**src/rtl/sigma_pkg.sv**
```systemverilog
// Shared SigmaCore decode definitions: opcodes, immediate formats, decode entry.
package sigma_pkg;

  localparam int unsigned XLEN       = 32;
  localparam int unsigned OPC_W      = 7;
  localparam int unsigned IMM_TYPE_W = 3;

  localparam logic [OPC_W-1:0] OPC_LOAD     = 7'b0000011;
  localparam logic [OPC_W-1:0] OPC_MISC_MEM = 7'b0001111;
  localparam logic [OPC_W-1:0] OPC_OP_IMM   = 7'b0010011;
  localparam logic [OPC_W-1:0] OPC_JALR     = 7'b1100111;
  localparam logic [OPC_W-1:0] OPC_SYSTEM   = 7'b1110011;
  localparam logic [OPC_W-1:0] OPC_STORE    = 7'b0100011;
  localparam logic [OPC_W-1:0] OPC_BRANCH   = 7'b1100011;
  localparam logic [OPC_W-1:0] OPC_LUI      = 7'b0110111;
  localparam logic [OPC_W-1:0] OPC_AUIPC    = 7'b0010111;
  localparam logic [OPC_W-1:0] OPC_JAL      = 7'b1101111;
  localparam logic [OPC_W-1:0] OPC_OP       = 7'b0110011;

  localparam logic [IMM_TYPE_W-1:0] IMM_TYPE_NONE = 3'd0;
  localparam logic [IMM_TYPE_W-1:0] IMM_TYPE_I    = 3'd1;
  localparam logic [IMM_TYPE_W-1:0] IMM_TYPE_S    = 3'd2;
  localparam logic [IMM_TYPE_W-1:0] IMM_TYPE_B    = 3'd3;
  localparam logic [IMM_TYPE_W-1:0] IMM_TYPE_U    = 3'd4;
  localparam logic [IMM_TYPE_W-1:0] IMM_TYPE_J    = 3'd5;

  typedef struct packed {
    logic [XLEN-1:0]       instr;
    logic [IMM_TYPE_W-1:0] imm_type;
    logic [XLEN-1:0]       imm;
    logic                  illegal;
  } dec_entry_t;

  typedef enum logic [1:0] {
    EMPTY = 2'd0,
    ONE   = 2'd1,
    FULL  = 2'd2
  } occ_state_t;

  // Opcode to {illegal, imm_type}; unknown opcodes map to NONE and flag illegal.
  function automatic logic [IMM_TYPE_W:0] classify(input logic [OPC_W-1:0] opc);
    logic [IMM_TYPE_W:0] res;
    res = {1'b1, IMM_TYPE_NONE};
    case (opc)
      OPC_LOAD, OPC_MISC_MEM, OPC_OP_IMM,
      OPC_JALR, OPC_SYSTEM:      res = {1'b0, IMM_TYPE_I};
      OPC_STORE:                 res = {1'b0, IMM_TYPE_S};
      OPC_BRANCH:                res = {1'b0, IMM_TYPE_B};
      OPC_LUI, OPC_AUIPC:        res = {1'b0, IMM_TYPE_U};
      OPC_JAL:                   res = {1'b0, IMM_TYPE_J};
      OPC_OP:                    res = {1'b0, IMM_TYPE_NONE};
      default:                   res = {1'b1, IMM_TYPE_NONE};
    endcase
    return res;
  endfunction

endpackage

```
**src/rtl/sign_extender.sv**
```systemverilog
// Combinational RV32I immediate extraction and sign extension.
module sign_extender
  import sigma_pkg::*;
(
  input  logic [31:0] instruction_in,
  input  logic [2:0]  imm_type_in,
  output logic [31:0] imm_extended_out
);

  logic [31:0] i;
  logic        unused_opc;

  assign i          = instruction_in;
  assign unused_opc = ^instruction_in[6:0];

  // Reassemble the immediate bits for the selected format.
  always_comb begin
    imm_extended_out = 32'd0;
    case (imm_type_in)
      IMM_TYPE_I: imm_extended_out = {{20{i[31]}}, i[31:20]};
      IMM_TYPE_S: imm_extended_out = {{20{i[31]}}, i[31:25], i[11:7]};
      IMM_TYPE_B: imm_extended_out = {{19{i[31]}}, i[31], i[7], i[30:25], i[11:8], 1'b0};
      IMM_TYPE_U: imm_extended_out = {i[31:12], 12'd0};
      IMM_TYPE_J: imm_extended_out = {{11{i[31]}}, i[31], i[19:12], i[20], i[30:21], 1'b0};
      default:    imm_extended_out = 32'd0;
    endcase
  end

endmodule

```
**src/rtl/imm_decode_ctrl.sv**
```systemverilog
// Immediate-decode stage: classify, extend, and buffer in a two-entry skid buffer.
module imm_decode_ctrl
  import sigma_pkg::*;
#(
  parameter int unsigned CNT_W = 32
) (
  input  logic             clk_in,
  input  logic             rst_n_in,
  input  logic             instr_valid_in,
  input  logic [31:0]      instr_in,
  output logic             instr_ready_out,
  input  logic             flush_in,
  output logic             dec_valid_out,
  input  logic             dec_ready_in,
  output logic [31:0]      dec_instr_out,
  output logic [2:0]       dec_imm_type_out,
  output logic [31:0]      dec_imm_out,
  output logic             dec_illegal_out,
  output logic [CNT_W-1:0] decoded_count_out
);

  occ_state_t          state_q, state_d;
  dec_entry_t          head_q, head_d;
  dec_entry_t          skid_q, skid_d;
  logic [CNT_W-1:0]    cnt_q, cnt_d;
  logic                ready_q, valid_q;
  logic [IMM_TYPE_W:0] cls;
  logic [31:0]         imm_ext;
  dec_entry_t          new_entry;
  logic                push, pop;

  assign cls = classify(instr_in[6:0]);

  sign_extender u_sign_extender (
    .instruction_in   (instr_in),
    .imm_type_in      (cls[IMM_TYPE_W-1:0]),
    .imm_extended_out (imm_ext)
  );

  assign new_entry = '{instr: instr_in, imm_type: cls[IMM_TYPE_W-1:0],
                       imm: imm_ext, illegal: cls[IMM_TYPE_W]};

  assign push = instr_valid_in & ready_q;
  assign pop  = valid_q & dec_ready_in;

  // Occupancy next-state, buffer moves and delivered-count update.
  always_comb begin
    state_d = state_q;
    head_d  = head_q;
    skid_d  = skid_q;
    cnt_d   = cnt_q;
    if (flush_in) begin
      state_d = EMPTY;
    end else begin
      if (pop) cnt_d = cnt_q + CNT_W'(1);
      case (state_q)
        EMPTY: begin
          if (push) begin
            head_d  = new_entry;
            state_d = ONE;
          end
        end
        ONE: begin
          if (push && pop) begin
            head_d = new_entry;
          end else if (push) begin
            skid_d  = new_entry;
            state_d = FULL;
          end else if (pop) begin
            state_d = EMPTY;
          end
        end
        FULL: begin
          if (pop) begin
            head_d  = skid_q;
            state_d = ONE;
          end
        end
        default: state_d = EMPTY;
      endcase
    end
  end

  // State, entries, counter and handshake flags.
  always_ff @(posedge clk_in or negedge rst_n_in) begin
    if (!rst_n_in) begin
      state_q <= EMPTY;
      head_q  <= '0;
      skid_q  <= '0;
      cnt_q   <= '0;
      ready_q <= 1'b1;
      valid_q <= 1'b0;
    end else begin
      state_q <= state_d;
      head_q  <= head_d;
      skid_q  <= skid_d;
      cnt_q   <= cnt_d;
      ready_q <= (state_d != FULL);
      valid_q <= (state_d != EMPTY);
    end
  end

  assign instr_ready_out   = ready_q;
  assign dec_valid_out     = valid_q;
  assign dec_instr_out     = head_q.instr;
  assign dec_imm_type_out  = head_q.imm_type;
  assign dec_imm_out       = head_q.imm;
  assign dec_illegal_out   = head_q.illegal;
  assign decoded_count_out = cnt_q;

endmodule

```
**config.mk**
```make
export PLATFORM = sky130hd
export DESIGN_NAME = imm_decode_ctrl
export DESIGN_NICKNAME = d
export VERILOG_FILES = /design/src/rtl/sigma_pkg.sv /design/src/rtl/sign_extender.sv /design/src/rtl/imm_decode_ctrl.sv
export SDC_FILE = /design/constraint.sdc
export NUM_CORES = 1
export LEC_CHECK = 0
export CORE_AREA = 5 5 158 160
export CTS_BUF_LIST = sky130_fd_sc_hd__clkbuf_8
export DETAILED_ROUTE_END_ITERATION = 10
export DIE_AREA = 0 0 163 165
export DONT_BUFFER_PORTS = 1
export PLACE_DENSITY = 0.47
export SYNTH_ARGS = -nofsm -noshare
export SYNTH_HDL_FRONTEND = slang
export SYNTH_SLANG_ARGS = --single-unit
```
**constraint.sdc**
```tcl
create_clock -name clk_in -period 2.1 [get_ports clk_in]
set_clock_uncertainty 0.05 [all_clocks]
set_input_delay 0.42 -clock clk_in [delete_from_list [all_inputs] [get_ports clk_in]]
set_output_delay 0.42 -clock clk_in [all_outputs]
set_load 0.01 [all_outputs]
```
[Word level (Yosys, flattened, before mapping)]
Cells that the tools add are included.
W data, S select, Z words.
Storage, ports and cells
  flip-flop bits (word level): 172
  bits of input ports: 37
  output and inout bits: 102
  word-level logic and storage cells: 61
Operators by class
  $add $sub $neg: 1
  eq/ne operators: 22
  muxes and demuxes: 13
  bitwise gates (word level): 4
  reduce and logical (&&, ||, !) cells: 9
Operators with widths (count)
  $mux W68: 3
  $pmux W68 S3: 1
  $pmux W32 S5: 1
  $add A32 B1 Y32 const B: 1
  $eq A7 B7 Y1 const B: 4
  $pmux W4 S6: 1
  $eq A7 B6 Y1 const B: 3
  $eq A7 B5 Y1 const B: 2
  $mux W2: 6
  $ne A2 B2 Y1 const B: 4
  $eq A7 B2 Y1 const B: 1
  $eq A7 B4 Y1 const B: 1
  $eq A3 B2 Y1 const B: 2
  $eq A3 B3 Y1 const B: 2
  $pmux W2 S3: 1
  $reduce_and A5 Y1: 1
  $reduce_or A5 Y1: 1
  $reduce_and A4 Y1: 1
  $eq A3 B1 Y1 const B: 1
  $reduce_bool A3 Y1: 1
  $and A1 B1 Y1: 2
  $eq A2 B1 Y1 const B: 1
  $eq A2 B2 Y1 const B: 1
  $logic_not A2 Y1: 1
  5 further kinds: 6

[Depth between registers and ports, before layout]
Gate-level depths: netlist (run 1).
  depth in word-level cells: 7
  gate-level depth with buffers: 8
  gate-level depth less buffers: 5

[Hierarchy]
Synthesis (run 1) repeated with hierarchy kept, for this count alone.
Unflattened totals
  cells, all modules: 747
  area, all modules: 7825.0 um^2
Modules (own cells, without submodules)
  imm_decode_ctrl: instances 1, cells each 677, area an instance 7293.2 um^2, seq. area each 4305.4 um^2
  sign_extender: instances 1, cells each 70, area an instance 531.8 um^2, seq. area each 0.0 um^2

[Worst setup path before layout (run 1)]
Ideal clock, no wire load.
  path kind: input port to flip-flop
  start: input instr_in[6]
  end: register head_q, in the netlist dec_imm_out[12]
  setup time: 0.141 ns
  data arrival time: 1.616 ns
  required time: 1.909 ns
  slack: 0.293 ns
  cell stages on the path: 6
  cells stage by stage: buf_2 > nand2_1 > nor4_4 > nor2_1 > a311oi_4 > a211oi_1
Between the ends
  longest elaborated chain between the ends: 7
  elaborated cells on any way between the ends: 23
  classes of those cells: 16 x eq/ne; 5 x mux; 2 x reduce/logical
Ends and longest elaborated chain
  start, declared: RTL line imm_decode_ctrl.sv:10  | input logic [31:0] instr_in,
  $eq A7 B2 Y1 (tied with other cells): RTL line sigma_pkg.sv:44  | case (opc)
  $reduce_or A5 Y1 / $reduce_or A2 Y1 (equally long branches): RTL line sigma_pkg.sv:44
  $pmux W4 S6 (*): RTL line sigma_pkg.sv:44
  $eq A3 B3 Y1 (tied with other cells): RTL line sign_extender.sv:19  | case (imm_type_in)
  $pmux W32 S5 (*): RTL line sign_extender.sv:19
  $mux W68 (on tied branches): RTL line imm_decode_ctrl.sv:64, imm_decode_ctrl.sv:58
  $pmux W68 S3 (*): RTL line imm_decode_ctrl.sv:56  | case (state_q)
  end signal, assigned: RTL line imm_decode_ctrl.sv:88  | head_q <= '0;
  end signal, assigned: RTL line imm_decode_ctrl.sv:95  | head_q <= head_d;
  end, declared: RTL line imm_decode_ctrl.sv:23  | dec_entry_t head_q, head_d;
Every way passes the cells marked *; elsewhere a longest branch is shown, timed or not. The select of a mux whose other input is x is not followed.
A chain may end at the register's enable or synchronous reset.

[Worst setup path after layout (run 1)]
  start: register ready_q, in the netlist instr_ready_out
  end: register head_q, in the netlist dec_imm_out[25]
Between the ends
  longest elaborated chain between the ends: 4
  elaborated cells on any way between the ends: 5
  classes of those cells: 2 x eq/ne; 1 x bitwise; 2 x reduce/logical
Ends and longest elaborated chain
  start, declared: RTL line imm_decode_ctrl.sv:26  | logic ready_q, valid_q;
  start signal, assigned: RTL line imm_decode_ctrl.sv:98  | ready_q <= (state_d != FULL);
  $and A1 B1 Y1 (*): RTL line imm_decode_ctrl.sv:43  | assign push = instr_valid_in & ready_q;
  $logic_and A1 B1 Y1: RTL line imm_decode_ctrl.sv:64  | if (push && pop) begin
  $ne A2 B2 Y1 (no source line)
  $reduce_and A5 Y1 (no source line) (*)
Every way passes the cells marked *; elsewhere a longest branch is shown, timed or not.

==> reports/metrics.cfg, run 1 <==
[status]
status=finished, violations left
violations=negative hold slack

[route]
wirelength_um=22150
drc_errors=0
drt_first_pass_iters=5
post_drt_via_cell_ratio=5.005
dr_total_vias=5886
drt_iter0_markers=406
antenna_left=0
wl_per_cell_um=18.83

[clocking]
cts_buffers=17
cts.sinks=172
cts_root_buf=clkbuf_8
cts_tree=yes
htreeDepth=4
clk_pin_slew_ns=0.11
clk-insertion-delay-late_ns=0.46
cts_buffer_depth=2

[worst_setup_path]
cp.arrival_ns=2.26
critPathRequiredTime_ns=2.41
worstPathCellList=nand3b_1, a21oi_2, o21ba_4, buf_12, nor2_1, a211oi_1
r2r-start=instr_ready_out$_DFF_PN1_
cp_slowest_stage_delay_ns=0.58
cp-end-kind=flop
start_kind=flop
crit_type=reg -> reg
cp_slowest_cell=dfstp_2
cp-startpoint=instr_ready_out$_DFF_PN1_
crit_fanout=45

[global_routing]
globalRouteMet1Util_pct=22.39
grt_start_max_net_pins=173
top_usage_layer=met2
antenna_found_initial=0
grt_pass1_vias=5910
grt_pass1_wl_um=34890
met2_usage_pct=26.53
groute.usage.overall_pct=16.75
grt_overflow=0
grt_util_met3_pct=5.615

[placed_design]
place_ws_ns=0.1341
io_buffers=0
gp_congestion=0.7906
dpl.hpwl_um=14520
dp.cells=1113

[sta]
period_minus_slack_ns=1.952
worstMarginPinSlew_ns=0.5676
rsz0062_at_grt=true
max_freq_ghz=0.5124
finalCritPeriodShare_pct=92.93
layout_setup_ws_ns=0.1484
whs_ns=-0.3933
setup_viol=0
hold_viol=172
relSlewSlack_pct=62.02
slew_viol_final=0
final.setup.tns_ns=0

[synthesis]
ys_seq_area_share_pct=56.54
post_synth.cell_area_avg_sq_um=9.378
netlist_area_sq_um=7615
syn_inst=812
async_flop_share_pct=100.0
synth-main-ff-cell=dfrtp_1
ys_seq_elements=172
syn-num-nets=850
synth_edf_count=0
yosys_warnings=0
synth_cell_types=54

[finish]
num_antenna_cells=0
multiInputGateArea_sq_um=3079
final_core_util_pct=37.89
drive_gt1_share_pct=10.50
nFillCells=2388
regArea_sq_um=4305
finalNetCount=882
syn_to_final_growth_pct=15.74
fin_cells=1176

[power_and_ir_drop]
ir_drop_mv=0.3644
power.leakage_nw=3.848
p_per_area_nw_per_um2=1004

[die]
fp.dieW_um=163
initial_core_util_pct=32.73
core-area_sq_um=23260
die-area_sq_um=26900
rows=56
io_pins=139
die_y_um=165

[hold_path]
hold_path.class=in -> async

[run]
drv_cap=0

[sequential cells by signal, summed over array words and instances, names as in the netlist]
name / cells
dec_illegal_out: 1
dec_imm_out: 32
dec_imm_type_out: 3
dec_instr_out: 32
dec_valid_out: 1
decoded_count_out: 32
instr_ready_out: 1
skid_q: 68
state_q: 2
[report_power, final]
part | total (mW) | switching [mW] | internal, mW
Sequential | 5.03 | 0.844 | 4.19
Clock | 2.47 | 1.32 | 1.15
Combinational | 1.35 | 0.721 | 0.625
[logic make-up after synthesis]
group,count (synthesis),synth area share (%)
AND/OR/NAND/NOR,399,22.84
flip-flops,172,56.54
AO/OA/AOI/OAI,151,13.01
buffers and inverters,56,3.598
XOR/XNOR,31,3.566
multiplexers,2,0.2793
adder cells (fa/ha/maj),1,0.1643
[layer usage]
metal / wire, um / vias to the layer above / part of all wire [%]
met5: 0 / - / 0
li1: - / 2836 / -
met4: 269 / 0 / 1.2
met2: 10330 / 160 / 47
met3: 1747 / 20 / 7.9
met1: 9798 / 2870 / 44
[final timing paths]
kind | slack [ns] | end | cells past startpoint
min reg2reg | 0.43 | skid_q[52]$_DFFE_PN0P_ | 2
min in group clk_in | 0.03 | skid_q[44]$_DFFE_PN0P_ | 2
max in group asynchronous | 2.19 | instr_ready_out$_DFF_PN1_ | 0
min | -0.39 | dec_instr_out[31]$_DFFE_PN0P_ | 0
max | 0.15 | dec_imm_out[25]$_DFFE_PN0P_ | 6
max reg2reg | 0.15 | dec_imm_out[25]$_DFFE_PN0P_ | 6
[critical path, delay by kind of cell (launching register included)]
| family | cells | cell delay (ns) |
|---|---|---|
| DFF | 1 | 0.58 |
| AOI/OAI and AO/OA | 3 | 0.68 |
| buffers and inverters | 1 | 0.21 |
| and+or+nand+nor | 2 | 0.29 |
[placed cells by master (no fill, tap or decap), types with 5 or more instances in the layout]
cell / n
nand2_1: 225
a31oi_1: 48
o22ai_1: 6
dfrtp_1: 171
nor3_1: 21
a211oi_1: 20
nand3_1: 10
nor2_1: 92
a32oi_1: 7
xnor2_1: 23
o21ai_0: 26
clkbuf_8: 19
dlygate4sd3_1: 31
and3_1: 13
a22o_1: 6
buf_4: 30
a21oi_1: 25
xor2_1: 8
inv_1: 5
nand4_1: 6
[cell usage after synthesis, types with 11 or more instances]
cell type	n	area share (%)
nand3_1	11	0.72
nor3_1	22	1.4
a31oi_1	48	3.9
o21ai_0	26	1.7
nand2_1	225	11
a211oi_1	20	2.0
xnor2_1	23	2.6
dfrtp_1	171	56
buf_2	18	1.2
a21oi_1	26	1.7
clkbuf_1	26	1.3
and3_1	13	1.1
nor2_1	94	4.6
[what timing repair did]
item / 4_1_cts / 5_1_grt
hold buffers: 30 / 1
buffers inserted: 0 / 0
resized for setup: 0 / 2
endpoints found under the setup margin: 0 / 15
hold endpoints to repair: 203 / 173
[through the flow]
step / hold WS [ns] / cell area [sq um] / power (mW)
2_1_floorplan: 0.07441 / 7615 / 5.930
3_3_place_gp: 0.08650 / 8082 / 6.394
3_5_place_dp: 0.08631 / 8082 / 6.432
4_1_cts: -0.4356 / 8797 / 8.991
5_1_grt: -0.4469 / 8813 / 9.449
6_report: -0.3933 / 8813 / 8.849
[layout make-up]
type | count | share of cell area, %
clock buffer | 19 | 2.967
multi-input combinational | 584 | 34.94
timing repair buffer | 64 | 6.758
clock inverter | 13 | 1.746
inverter | 5 | 0.2129
tap | 319 | 4.529
sequential | 172 | 48.85
Power figures use the tool's default switching activity.
==> run 2: changes to the inputs <==
--- a/config.mk
+++ b/config.mk
@@ -5,12 +5,13 @@
 export SDC_FILE = /design/constraint.sdc
 export NUM_CORES = 1
 export LEC_CHECK = 0
-export CORE_AREA = 5 5 158 160
+export CORE_AREA = 5 5 160 162
 export CTS_BUF_LIST = sky130_fd_sc_hd__clkbuf_8
 export DETAILED_ROUTE_END_ITERATION = 10
-export DIE_AREA = 0 0 163 165
+export DIE_AREA = 0 0 165 167
 export DONT_BUFFER_PORTS = 1
 export PLACE_DENSITY = 0.47
 export SYNTH_ARGS = -nofsm -noshare
 export SYNTH_HDL_FRONTEND = slang
+export SYNTH_HIERARCHICAL = 1
 export SYNTH_SLANG_ARGS = --single-unit
==> run 2 against run 1 <==
Compared with the run above:
- the flow still finishes with violations (negative hold slack)
- sequential share of layout area rose by 0.74 points
- register-to-register slack improved by 0.03 ns
- cell area fell by 1.5%
- sequential cell count did not move
- worst setup slack improved by 0.028 ns
- critical endpoint is now dec_instr_out[1]$_DFFE_PN0P_
==> reports/metrics.cfg, run 2 <==
[sta]
hold_viol=172  ; unchanged
worstMarginPinSlew_ns=0.8090  ; was 0.5676 ns
rsz0062_at_grt=false  ; was true
finalCritPeriodShare_pct=91.59  ; was 92.93%
layout_setup_ws_ns=0.1767  ; was 0.1484 ns
setup_viol=0  ; unchanged
relSlewSlack_pct=46.07  ; was 62.02%
final.setup.tns_ns=0  ; unchanged
max_freq_ghz=0.5199  ; was 0.5124 GHz
period_minus_slack_ns=1.923  ; was 1.952 ns
slew_viol_final=0  ; unchanged
whs_ns=-0.3737  ; was -0.3933 ns

[die]
fp.dieW_um=165  ; was 163 um
core-area_sq_um=23960  ; was 23,260 sq um
initial_core_util_pct=32.65  ; was 32.73%
rows=57  ; was 56
die_y_um=167  ; was 165 um
die-area_sq_um=27560  ; was 26,900 sq um
io_pins=139  ; unchanged

[clocking]
htreeDepth=4  ; unchanged
cts_resized=0  ; unchanged
cts.sinks=172  ; unchanged
cts_setup_buffers=0  ; unchanged
cts_hold_buf=1  ; was 30
cts_tree=yes  ; unchanged
cts_buffer_depth=2  ; unchanged
clk_pin_slew_ns=0.10  ; was 0.11 ns
clk-insertion-delay-late_ns=0.45  ; was 0.46 ns
cts_buffers=17  ; unchanged
cts_root_buf=clkbuf_8  ; unchanged

[placed_design]
dpl.hpwl_um=13810  ; was 14,520 um
io_buffers=0  ; unchanged
gp_congestion=0.7720  ; was 0.7906
place_ws_ns=-0.03240  ; was 0.1341 ns

[power_and_ir_drop]
p_per_area_nw_per_um2=983.6  ; was 1004 nW/um^2
p_sw_mw=2.686  ; was 2.884 mW
p_total_mw=8.539  ; was 8.849 mW
p_clk_share_pct=27.7  ; was 27.9%
share_comb_of_total_power_pct=14.6  ; was 15.2%
ir_drop_mv=0.3660  ; was 0.3644 mV
power.leakage_nw=3.702  ; was 3.848 nW
switching_share_pct=31.45  ; was 32.59%
internal_power_mw=5.854  ; was 5.965 mW
pwr-share-seq_pct=57.7  ; was 56.9%

[synthesis]
synth_cell_types=49  ; was 54
synthTopCellsByArea=dfrtp_1 55%, mux2_2 9.5%, nand2_1 7.3%  ; was dfrtp_1 56%, nand2_1 11%, nor2_1 4.6%
synth-simple-area-share_pct=19.20  ; was 22.84%
async_flop_share_pct=100.0  ; unchanged
synth_top_family_by_area=simple AND/OR/NAND/NOR gates  ; unchanged
syn_inst=747  ; was 812
synth_edf_count=0  ; unchanged
synth_most_common_cell=dfrtp_1  ; was nand2_1
synth_compound_area_share_pct=8.810  ; was 13.01%
synth-main-ff-cell=dfrtp_1  ; unchanged
yosysTopAreaCell=dfrtp_1  ; unchanged
yosys_warnings=6  ; was 0
synthMuxAreaShare_pct=9.626  ; was 0.2793%
synth_xor_xnor_area_share_pct=3.582  ; was 3.566%
ys_seq_elements=172  ; unchanged
ys_seq_area_share_pct=55.02  ; was 56.54%
synth.top_cell.area_share_pct=54.69  ; was 56.19%
post_synth.cell_area_avg_sq_um=10.48  ; was 9.378 sq um
synthAdderAreaFrac_pct=0.1599  ; was 0.1643%
syn-num-nets=785  ; was 850
synth_commonest_cells=171 x dfrtp_1, 152 x nand2_1, 78 x nor2_1  ; was 225 x nand2_1, 171 x dfrtp_1, 94 x nor2_1
netlist_area_sq_um=7825  ; was 7615 sq um

[status]
status=finished, violations left  ; unchanged
violations=negative hold slack  ; unchanged

[worst_setup_path]
start_kind=flop  ; unchanged
cp-end-kind=flop  ; unchanged
crit_fanout=32  ; was 45
cp.arrival_ns=2.24  ; was 2.26 ns
crit_type=reg -> reg  ; unchanged
critPathRequiredTime_ns=2.42  ; was 2.41 ns

[global_routing]
antenna_found_initial=0  ; unchanged
grt_start_max_net_pins=173  ; unchanged
grt_pass1_wl_um=32900  ; was 34,890 um
grt_pass1_vias=5463  ; was 5,910
grt_overflow=0  ; unchanged
groute.usage.overall_pct=15.30  ; was 16.75%

[finish]
final_core_util_pct=36.23  ; was 37.89%
finalNetCount=777  ; was 882
final_common_cell=dfrtp_1  ; was nand2_1
largest_reg_flops=68  ; unchanged
top_register=skid_q  ; unchanged
drive_gt1_share_pct=17.84  ; was 10.50%
final_cell_mix=171 x dfrtp_1, 152 x nand2_1, 77 x nor2_1  ; was 225 x nand2_1, 171 x dfrtp_1, 92 x nor2_1
num_antenna_cells=0  ; unchanged
nFillCells=2391  ; was 2,388
syn_to_final_growth_pct=10.95  ; was 15.74%

[route]
drc_errors=0  ; unchanged
post_drt_via_cell_ratio=5.091  ; was 5.005
dr_total_vias=5473  ; was 5,886
wirelength_um=20600  ; was 22,150 um
drt_first_pass_iters=4  ; was 5
drt_iter0_markers=393  ; was 406
antenna_left=0  ; unchanged
wl_per_cell_um=19.16  ; was 18.83 um

[run]
drv_cap=0  ; unchanged

[hold_path]
hold_path.class=in -> async  ; unchanged

[run 2: cell type report]
type                       count  area (sq um)  share of cell area, %
sequential                   172          4305                  49.59
multi-input combinational    518          3263                  37.58
tap                          324         405.4                  4.669
timing repair buffer          24         295.3                  3.401
clock buffer                  18         247.7                  2.853
clock inverter                13         142.6                  1.643
inverter                       6         22.52                 0.2594
[run 2: worst paths after layout]
| path | slack (ns) | cells past startpoint | from | to |
|---|---|---|---|---|
| min in group clk_in | 0.06 | 2 | instr_in[17] | dec_instr_out[17]$_DFFE_PN0P_ |
| max in group asynchronous | 2.09 | 0 | rst_n_in | dec_imm_out[11]$_DFFE_PN0P_ |
| max | 0.18 | 6 | instr_ready_out$_DFF_PN1_ | dec_instr_out[1]$_DFFE_PN0P_ |
| max reg2reg | 0.18 | 6 | instr_ready_out$_DFF_PN1_ | dec_instr_out[1]$_DFFE_PN0P_ |
| min reg2reg | 0.44 | 2 | skid_q[42]$_DFFE_PN0P_ | skid_q[42]$_DFFE_PN0P_ |
| min | -0.37 | 0 | rst_n_in | dec_instr_out[2]$_DFFE_PN0P_ |
[run 2: power by group through the flow]
stage | clock network, mW | logic, mW | registers (mW)
finish | 2.36 | 1.25 | 4.93
global route | 2.58 | 1.42 | 5.06
CTS | 2.46 | 1.27 | 4.97
detailed placement | 0 | 1.27 | 5.04
global placement | 0 | 1.21 | 5.01
floorplan | 0 | 1.01 | 4.77
[run 2: metal layers]
metal	vias up	wire (um)	track usage (%)
met1	2750	8511	19.57
met3	10	1902	6.896
li1	2575	-	-
met5	-	0	0
met4	0	142	2.785
met2	138	10050	24.17
[run 2: logic make-up (layout without fill, tap and decap cells)]
logic type | after synthesis | after routing
AO/OA/AOI/OAI | 105 | 105
XOR/XNOR | 32 | 32
adder cells (fa/ha/maj) | 1 | 1
buffers and inverters | 57 | 61
flip-flops | 172 | 172
multiplexers | 67 | 67
AND/OR/NAND/NOR | 313 | 313
[run 2: through the flow]
stage / std cells / area (sq um)
floorplan: 747 / 7830
global placement: 1043 / 8282
detailed placement: 1043 / 8282
CTS: 1075 / 8682
global route: 1075 / 8682
finish: 1075 / 8682
[run 2: critical path: stages (launching register included)]
cell,delay [ns]
dfstp_2,0.59
nand3b_1,0.11
a21oi_1,0.26
o21ba_4,0.36
buf_12,0.23
nor2_1,0.07
a31oi_1,0.16
==> run 3: changes to the inputs <==
--- a/config.mk
+++ b/config.mk
@@ -10,6 +10,7 @@
 export DETAILED_ROUTE_END_ITERATION = 10
 export DIE_AREA = 0 0 165 167
 export DONT_BUFFER_PORTS = 1
+export GPL_TIMING_DRIVEN = 0
 export PLACE_DENSITY = 0.47
 export SYNTH_ARGS = -nofsm -noshare
 export SYNTH_HDL_FRONTEND = slang
==> constraint.sdc (replaced) <==
create_clock -name clk_in -period 2.46 [get_ports clk_in]
set_clock_uncertainty 0.05 [all_clocks]
set_input_delay 0.492 -clock clk_in [delete_from_list [all_inputs] [get_ports clk_in]]
set_output_delay 0.492 -clock clk_in [all_outputs]
set_load 0.01 [all_outputs]
==> run 3 against run 2 <==
Compared with the run above:
- the run still ends with negative hold slack left
- sequential cell count is the same
- sequential share of layout area rose by 0.33 points
- die area stayed put
- first-iteration DRC count decreased by 41%
- non-clock buffer count grew 29
- via count up 3.0%
- combinational power shrank 16%
- power decreased by 16%
- critical path depth increased by 2
- worst setup slack improved by 0.069 ns
- critical endpoint is now dec_imm_out[9]$_DFFE_PN0P_
==> reports/metrics.cfg, run 3 (same netlist as run 2, synthesis figures left out) <==
[clocking]
cts_tree=yes  ; unchanged
htreeDepth=4  ; unchanged
cts_buffer_depth=2  ; unchanged
clk_pin_slew_ns=0.10  ; about the same
cts_root_buf=clkbuf_8  ; unchanged
clk-insertion-delay-late_ns=0.45  ; about the same
cts.sinks=172  ; unchanged
cts_buffers=17  ; unchanged

[finish]
num_antenna_cells=0  ; unchanged
final_common_cell=dfrtp_1  ; unchanged
drive_gt1_share_pct=18.08  ; was 17.84%
multiInputGateArea_sq_um=3246  ; was 3263 sq um
fin_cells=1104  ; was 1,075
finalNetCount=806  ; was 777
nFillCells=2454  ; was 2,391
regArea_sq_um=4305  ; unchanged
syn_to_final_growth_pct=10.22  ; was 10.95%
top_register=skid_q  ; unchanged
final_cell_mix=171 x dfrtp_1, 152 x nand2_1, 77 x nor2_1  ; unchanged
largest_reg_flops=68  ; unchanged

[worst_setup_path]
r2r-start=state_q[0]$_DFF_PN0_  ; was instr_ready_out$_DFF_PN1_
cp-end-kind=flop  ; unchanged
crit_fanout=10  ; was 32
start_kind=input pin  ; was flop
critPathRequiredTime_ns=2.78  ; was 2.42 ns
cp.depth=8  ; was 6
critPathBufInv=2  ; was 1
cp.arrival_ns=2.53  ; was 2.24 ns
cp_top_family=simple AND/OR/NAND/NOR gates  ; was compound AO/OA/AOI/OAI gates
cp-startpoint=instr_in[5]  ; was instr_ready_out$_DFF_PN1_
cp_slowest_stage_delay_ns=0.54  ; was 0.59 ns
cp_slowest_cell=nor3_2  ; was dfstp_2
crit_type=in -> reg  ; was reg -> reg
worstPathCellList=clkbuf_1, nand4b_1, nor3_2, buf_6, nand2b_1, a21boi_0, nand2_1, a31oi_1  ; was nand3b_1, a21oi_1, o21ba_4, buf_12, nor2_1, a31oi_1
rr_worst_depth=9  ; was 6

[route]
antenna_left=0  ; unchanged
post_drt_via_cell_ratio=5.108  ; was 5.091
wirelength_um=21980  ; was 20,600 um
drc_errors=0  ; unchanged
drt_iter0_markers=231  ; was 393
dr_total_vias=5639  ; was 5,473
drt_first_pass_iters=8  ; was 4
wl_per_cell_um=19.91  ; was 19.16 um

[global_routing]
grt_overflow=0  ; unchanged
grt_pass1_wl_um=34060  ; was 32,900 um
groute.usage.overall_pct=15.99  ; was 15.30%
grt_start_max_net_pins=173  ; unchanged
grt_pass1_vias=5704  ; was 5,463
antenna_found_initial=0  ; unchanged

[sta]
finalCritPeriodShare_pct=90.01
hold_viol=172  ; unchanged
relSlewSlack_pct=51.29  ; was 46.07%
setup_viol=0  ; unchanged
rsz0062_at_grt=false  ; unchanged
whs_ns=-0.3281  ; was -0.3737 ns
period_minus_slack_ns=2.214
final.setup.tns_ns=0  ; unchanged
max_freq_ghz=0.4516
worstMarginPinSlew_ns=0.7307  ; was 0.8090 ns
slew_viol_final=0  ; unchanged

[die]
io_pins=139  ; unchanged
fp.dieW_um=165  ; unchanged
die-area_sq_um=27560  ; unchanged
die_y_um=167  ; unchanged
initial_core_util_pct=32.65  ; unchanged
core-area_sq_um=23960  ; unchanged
rows=57  ; unchanged

[status]
status=finished, violations left  ; unchanged
violations=negative hold slack  ; unchanged

[placed_design]
dpl.hpwl_um=16130  ; was 13,810 um
gp_congestion=0.8492  ; was 0.7720
io_buffers=0  ; unchanged
dp.cells=1071  ; was 1,043

[power_and_ir_drop]
p_total_mw=7.214  ; was 8.539 mW
power.leakage_nw=3.716  ; was 3.702 nW
p_per_area_nw_per_um2=836.4  ; was 983.6 nW/um^2
ir_drop_mv=0.3742  ; was 0.3660 mV

[hold_path]
hold_path.class=in -> async  ; unchanged

[run]
drv_cap=0  ; unchanged

-- run 3: cell types whose count changed in the layout (fill, tap and decap cells not counted), sizes merged --
cell	delta
dlygate4sd3	-1
clkinv	+2
buf	+9
inv	+2
bufinv	-1
clkbuf	+20
clkinvlp	-2
-- run 3: timing repair --
| action | CTS | global route |
|---|---|---|
| endpoints found under the hold margin | 172 | 172 |
| setup endpoints to repair | 22 | 25 |
| pin swaps | 0 | 1 |
| gates resized for setup | 1 | 3 |
| buffers inserted | 0 | 2 |
-- run 3: report_power, final --
part	total, mW	switching, mW	internal, mW
sequential	4.23	0.721	3.51
clock	1.94	1.12	0.821
combinational	1.05	0.515	0.533
total	7.21	2.35	4.86
-- run 3: final cells by class --
class / count / area share [%]
buffer: 51 / 3.018
clock buffer: 17 / 2.713
clock inverter: 14 / 1.581
inverter: 6 / 0.2611
multi-input combinational: 518 / 37.63
sequential: 172 / 49.92
tap: 324 / 4.700
timing repair buffer: 2 / 0.1741
-- run 3: metal layers --
| layer | GRT usage, % | vias up | share of wire [%] |
|---|---|---|---|
| met5 | 0 | - | 0 |
| met4 | 3.472 | 0 | 1.1 |
| met3 | 6.747 | 15 | 10 |
| met2 | 25.46 | 138 | 47 |
| met1 | 20.33 | 2854 | 41 |
| li1 | - | 2632 | - |
-- run 3: through the flow --
stage	hold slack (ns)	worst slack, ns	area (sq um)	utilization, %
5_1_grt	-0.3800	0.1132	8625	35.99
3_5_place_dp	0.1517	-0.6051	8230	34.35
2_1_floorplan	0.1464	0.09907	7825	-
6_report	-0.3281	0.2458	8625	35.99
3_3_place_gp	0.1513	-0.4452	8230	34.35
4_1_cts	-0.3614	0.06245	8606	35.91
-- run 3: final timing paths --
check,to,slack [ns]
min,decoded_count_out[13]$_DFFE_PN0P_,-0.33
min reg2reg,skid_q[42]$_DFFE_PN0P_,0.44
min in group clk_in,state_q[0]$_DFF_PN0_,0.04
max,dec_imm_out[9]$_DFFE_PN0P_,0.25
max reg2reg,dec_instr_out[14]$_DFFE_PN0P_,0.25
max in group asynchronous,skid_q[59]$_DFFE_PN0P_,2.16
